### config.mk
export PLATFORM = sky130hd
export DESIGN_NAME = ahb_bus_arbiter
export DESIGN_NICKNAME = d
export VERILOG_FILES = /design/src/rtl/ahb_bus_arbiter.sv
export SDC_FILE = /design/constraint.sdc
export NUM_CORES = 1
export LEC_CHECK = 0
export CAP_MARGIN = 15
export CORE_AREA = 2 2 39 41
export DETAILED_ROUTE_END_ITERATION = 12
export DIE_AREA = 0 0 41 43
export PLACE_DENSITY = 0.62
export SLEW_MARGIN = 40
export SYNTH_ARGS = -nofsm -noshare
export SYNTH_HDL_FRONTEND = slang
export SYNTH_SLANG_ARGS = --single-unit
### constraint.sdc
create_clock -name HCLK -period 2.1 [get_ports HCLK]
set_input_delay 0.315 -clock HCLK [delete_from_list [all_inputs] [get_ports HCLK]]
set_output_delay 0.315 -clock HCLK [all_outputs]
set_load 0.02 [all_outputs]
### src/rtl/ahb_bus_arbiter.sv
// Registered N-master AHB bus arbiter with fixed-priority or round-robin selection.
// Ownership is held across bursts and locked sequences, and the arbiter tracks address- and data-phase masters.
module ahb_bus_arbiter #(
  parameter int N              = 4,
  parameter int MODE           = 0,
  parameter int REVERSE        = 0,
  parameter int DEFAULT_MASTER = 0,
  localparam int LOGN          = (N > 2) ? $clog2(N) : 1
) (
  input  logic            HCLK,
  input  logic            HRESETn,
  input  logic [N-1:0]    HREQ,
  input  logic [N-1:0]    HLOCK,
  input  logic            HREADY,
  input  logic [1:0]      HTRANS,
  output logic [N-1:0]    HGRANT,
  output logic [LOGN-1:0] HGRANT_IDX,
  output logic            HGRANT_VALID,
  output logic [LOGN-1:0] HMASTER,
  output logic [LOGN-1:0] HMASTER_D,
  output logic            HMASTLOCK
);

  typedef enum logic [1:0] {
    TRANS_IDLE   = 2'b00,
    TRANS_BUSY   = 2'b01,
    TRANS_NONSEQ = 2'b10,
    TRANS_SEQ    = 2'b11
  } htrans_e;

  localparam logic [LOGN-1:0] DEF_IDX    = LOGN'(DEFAULT_MASTER);
  localparam logic [N-1:0]    DEF_ONEHOT = N'(1) << DEFAULT_MASTER;

  logic [LOGN-1:0] rr_ptr;
  logic [LOGN-1:0] winner;
  logic            owner_locked;
  logic            in_burst;
  logic            arb_point;
  int              scan_idx;

  assign owner_locked = HREQ[HGRANT_IDX] & HLOCK[HGRANT_IDX];
  assign in_burst     = (HTRANS == TRANS_BUSY) || (HTRANS == TRANS_SEQ);
  assign arb_point    = HREADY && !in_burst && !owner_locked;

  // Later loop iterations override earlier ones, so each loop runs from lowest to highest priority.
  always_comb begin
    // NOTE: every variable gets a default before the loops, so no latch is inferred.
    winner   = DEF_IDX;
    scan_idx = 0;
    if (MODE == 1) begin
      for (int k = N; k >= 1; k--) begin
        scan_idx = int'(rr_ptr) + k;
        if (scan_idx >= N) scan_idx = scan_idx - N;
        if (HREQ[LOGN'(scan_idx)]) winner = LOGN'(scan_idx);
      end
    end else if (REVERSE != 0) begin
      for (int i = 0; i < N; i++) begin
        if (HREQ[LOGN'(i)]) winner = LOGN'(i);
      end
    end else begin
      for (int i = N - 1; i >= 0; i--) begin
        if (HREQ[LOGN'(i)]) winner = LOGN'(i);
      end
    end
  end

  // Grant state changes only at arbitration points; it is frozen everywhere else.
  always_ff @(posedge HCLK or negedge HRESETn) begin
    if (!HRESETn) begin
      HGRANT       <= DEF_ONEHOT;
      HGRANT_IDX   <= DEF_IDX;
      HGRANT_VALID <= 1'b0;
      rr_ptr       <= DEF_IDX;
    end else if (arb_point) begin
      // NOTE: state registers use non-blocking assignments, so every flop samples values from before the edge.
      if (|HREQ) begin
        HGRANT       <= N'(1) << winner;
        HGRANT_IDX   <= winner;
        HGRANT_VALID <= 1'b1;
        rr_ptr       <= winner;
      end else begin
        HGRANT       <= DEF_ONEHOT;
        HGRANT_IDX   <= DEF_IDX;
        HGRANT_VALID <= 1'b0;
      end
    end
  end

  // The address-phase to data-phase pipeline advances only when the bus is ready.
  always_ff @(posedge HCLK or negedge HRESETn) begin
    if (!HRESETn) begin
      HMASTER   <= DEF_IDX;
      HMASTER_D <= DEF_IDX;
      HMASTLOCK <= 1'b0;
    end else if (HREADY) begin
      HMASTER   <= HGRANT_IDX;
      HMASTER_D <= HMASTER;
      HMASTLOCK <= owner_locked;
    end
  end

endmodule

### After elaboration in Yosys (flattened, before gate mapping)

Index checks and enable logic that the tools add are counted.

| word-level totals | value |
|---|---|
| register bits after elaboration | 12 |
| bits of input ports | 13 |
| word-level logic and storage cells | 26 |

| operators by class | value |
|---|---|
| $lt $le $gt $ge | 1 |
| eq/ne operators | 2 |
| shift-type cells | 1 |
| mux-type cells | 9 |
| bitwise operators | 1 |
| reductions and logical operators | 6 |

Operator list:

| cell | number |
|---|---|
| $mux W2 | 3 |
| $bmux W1 S2 | 2 |
| $mux W4 | 1 |
| $reduce_or A4 Y1 | 1 |
| $shl A1 B2 Y4 const A | 1 |
| $lt A2 B3 Y1 const B | 1 |
| $mux W1 | 3 |
| $eq A2 B1 Y1 const B | 1 |
| $eq A2 B2 Y1 const B | 1 |
| $logic_and A1 B1 Y1 | 2 |
| $logic_not A1 Y1 | 2 |
| $and A1 B1 Y1 | 1 |
| $logic_or A1 B1 Y1 | 1 |

### Longest topological paths before layout

| depth | value |
|---|---|
| depth in word-level cells | 5 |
| mapped depth | 3 |
| gate-level depth less buffers | 3 |

### Worst setup path after synthesis

OpenSTA, ideal clock, no wires.

| path | value |
|---|---|
| kind | reg-to-reg |
| start point | register, netlist name HGRANT[1] |
| end point | register HGRANT[0] |
| setup time | 0.075 ns |
| arrival time | 1.054 ns |
| data required time | 2.025 ns |
| path slack | 0.971 ns |
| cell stages (with the launch flop) | 4 |
| period minus slack after synthesis | 1.129 ns |
| cells stage by stage | dfrtp_1 -> and3b_1 -> nor3b_2 -> a2bb2oi_1 |

RTL lines:

| item | line | text |
|---|---|---|
| to (signal assigned) | 77 | `HGRANT <= N'(1) << winner;` |
| to (decl) | 16 | `output logic [N-1:0] HGRANT,` |

### Final worst setup path

| path | value |
|---|---|
| start point | register HGRANT[0] |
| end point | output HGRANT[0] |

No word-level cell between the ends.

==> reports/metrics.cfg <==
[floorplanning]
pin_count=25
die_h_um=43
core_mm2=0.00138
fp-row-count=14
start_util=0.231
die_x_um=41
die-area_mm2=0.00176

[timing]
setup_viol=0
fin_crit_ns=1.67
setup-tns-final_ns=0
layout_setup_ws_ns=0.432
fin_crit_sh=0.794
grt_setup_unrepaired=false
finClkSkew_ns=0.00618
finalHoldViolCount=0
max_freq_mhz=600
slew_viol_final=0

[logic_synthesis]
synth_edf_count=0
ys_seq_elements=6
synth_top_area_frac=0.391
ys_types=16
syn_inst=29
yosysTopAreaCell=dfrtp_1
synth_warnings=0
synth_flop_cell=dfrtp_1
netlist_area_um2=320
synthTopCellsByArea=dfrtp_1, buf_4, dfstp_2
avgSynthCellArea_um2=11.0
ys_async_sr_fraction=1.00
yosysSeqAreaShare=0.473
yosysMostFrequentCell=buf_4
synthTopCellsByCount=buf_4, dfrtp_1

[setup_path]
endpoint_kind=output port
slowest_delay_ns=0.59
cp.arrival_ns=1.35
crit_path_end=HGRANT[0]
critical_path_class=register to output port
worstPathRequired_ns=1.78
critPathSlowestCell=clkdlybuf4s50_1
worstSetupStartpointType=register
cp.depth=1
timing.rr.end=HGRANT_VALID$_DFFE_PN0P_
worstPathCellList=clkdlybuf4s50_1
r2r_start=HGRANT[1]$_DFFE_PN0P_
crit_family=buffers and inverters
reg2regPathDepth=3
critPathBufInv=1
r2r_setup_slack_ns=0.99
cp-startpoint=HGRANT[0]$_DFFE_PN1P_
crit_fanout=2

[clock_tree]
clock-sinks=6
clk_latency_ns=0.24
cts_resized=0
cts_buffers=3
ctsHoldBuffers=0
path_clk_slew_ns=0.05
tritoncts=yes
clockRootBuffer=clkbuf_4
cts.path.max_buffers=2
h-tree-depth=1
cts_setup_buffers=0

[drt]
wl_um=668
drc_errors=0
avgViaCountPerCell=4.21
vias=265
dr.pass1.iters=2
initialDrtViolationCount=1
antenna_left=0
wire_per_inst_um=10.6

[final_layout]
area_growth_syn_to_layout_pct=55.1
layout.nets=61
antenna_cells=0
final_cell_area_um2=497
utilization=0.359
drive_gt1_frac=0.191

[global_routing]
grt_use_total=0.0951
grt_pass1_vias=259
grt_pass1_wl_mm=1.05
antenna_found_initial=0
grt-ovfl-total=0
grt_max_degree=8

[min_path]
hp-class=input port to async pin

[place]
detailed_place_hpwl_um=531
io_buffers=16
place_congestion=0.654
placed_cell_area_um2=470
pre_cts_ws_ns=0.578

[power_and_ir_drop]
p_leak_nw=0.211
ir_drop_uv=317
p_total_mw=0.396
powerDensity_mw_per_mm2=798

[flow_run]
cap_violations=0

[status]
status=complete, no violations

-- area by class of cell --
cell class | count | area, µm²
fill | 144 | 887
timing repair buffer | 16 | 160
sequential | 6 | 151
multi-input combinational | 21 | 139
clock buffer | 4 | 26.3
tap | 16 | 20.0
-- flip-flops by register name, summed over array words and instances, names as in the netlist --
name and flops:
HGRANT 2, HGRANT_VALID 1, HMASTER 1, HMASTER_D 1, HMASTLOCK 1
-- worst register-to-register path: stages (launching register included) --
cell and delay, ns:
dfrtp_1 0.44, and3b_1 0.23, nor3b_2 0.19, a2bb2oi_1 0.17
-- through the flow --
step / hold slack (ns) / std cells
global placement: 0.493 / 59
global route: 0.314 / 63
detailed placement: 0.498 / 59
floorplan: 0.0194 / 33
CTS: 0.303 / 63
finish: 0.300 / 63
-- cell usage in the layout, fill, tap and decap left out --
cell | Yosys | layout
clkbuf_4 | 0 | 3
nor3_1 | 2 | 2
mux2_2 | 2 | 2
and3b_1 | 1 | 1
a2bb2oi_1 | 2 | 2
nand3_1 | 1 | 1
nand2b_2 | 1 | 1
conb_1 | 1 | 5
a21oi_1 | 1 | 1
clkdlybuf4s50_1 | 0 | 16
nor3b_2 | 1 | 1
a31oi_1 | 1 | 1
a21o_1 | 1 | 1
nor2_1 | 2 | 2
dfrtp_1 | 5 | 5
clkbuf_1 | 0 | 1
a21o_2 | 1 | 1
dfstp_2 | 1 | 1
-- layer usage --
layer / vias up / track usage / routed length [µm]
met2: 16 / 0.141 / 322
met4: 0 / 0.100 / 23
met3: 4 / 0.0157 / 77
li1: 130 / - / -
met1: 115 / 0.102 / 245
met5: - / 0 / 0
-- power by group --
group	leakage [nW]	switching [mW]	internal (mW)
registers	0.0684	0.0146	0.137
clock network	0.0150	0.0406	0.0719
logic	0.127	0.0610	0.0709
total	0.211	0.116	0.280
-- cell families (layout without fill, tap and decap cells) --
| kind of cell | count (synthesis) | after routing | share of synthesized area |
|---|---|---|---|
| compound gates | 6 | 6 | 0.141 |
| buf+inv | 6 | 20 | 0.141 |
| flops | 6 | 6 | 0.473 |
| mux | 2 | 2 | 0.0703 |
| other cells | 1 | 5 | 0.0117 |
| simple gates | 8 | 8 | 0.164 |
-- worst min-delay path by stage --
stage / start / cells after the start / end / slack [ns]
2_1_floorplan: HRESETn / 0 / HGRANT[1]$_DFFE_PN0P_ / 0.02
3_3_place_gp: HMASTER_D[0]$_DFFE_PN0P_ / 1 / HMASTER_D[0]$_DFFE_PN0P_ / 0.49
3_5_place_dp: HMASTER_D[0]$_DFFE_PN0P_ / 1 / HMASTER_D[0]$_DFFE_PN0P_ / 0.50
4_1_cts: HRESETn / 1 / HMASTLOCK$_DFFE_PN0P_ / 0.30
5_1_grt: HRESETn / 1 / HMASTER[0]$_DFFE_PN0P_ / 0.31
6_report: HRESETn / 1 / HMASTLOCK$_DFFE_PN0P_ / 0.30
Note: power is estimated with default switching activity, not from simulation.
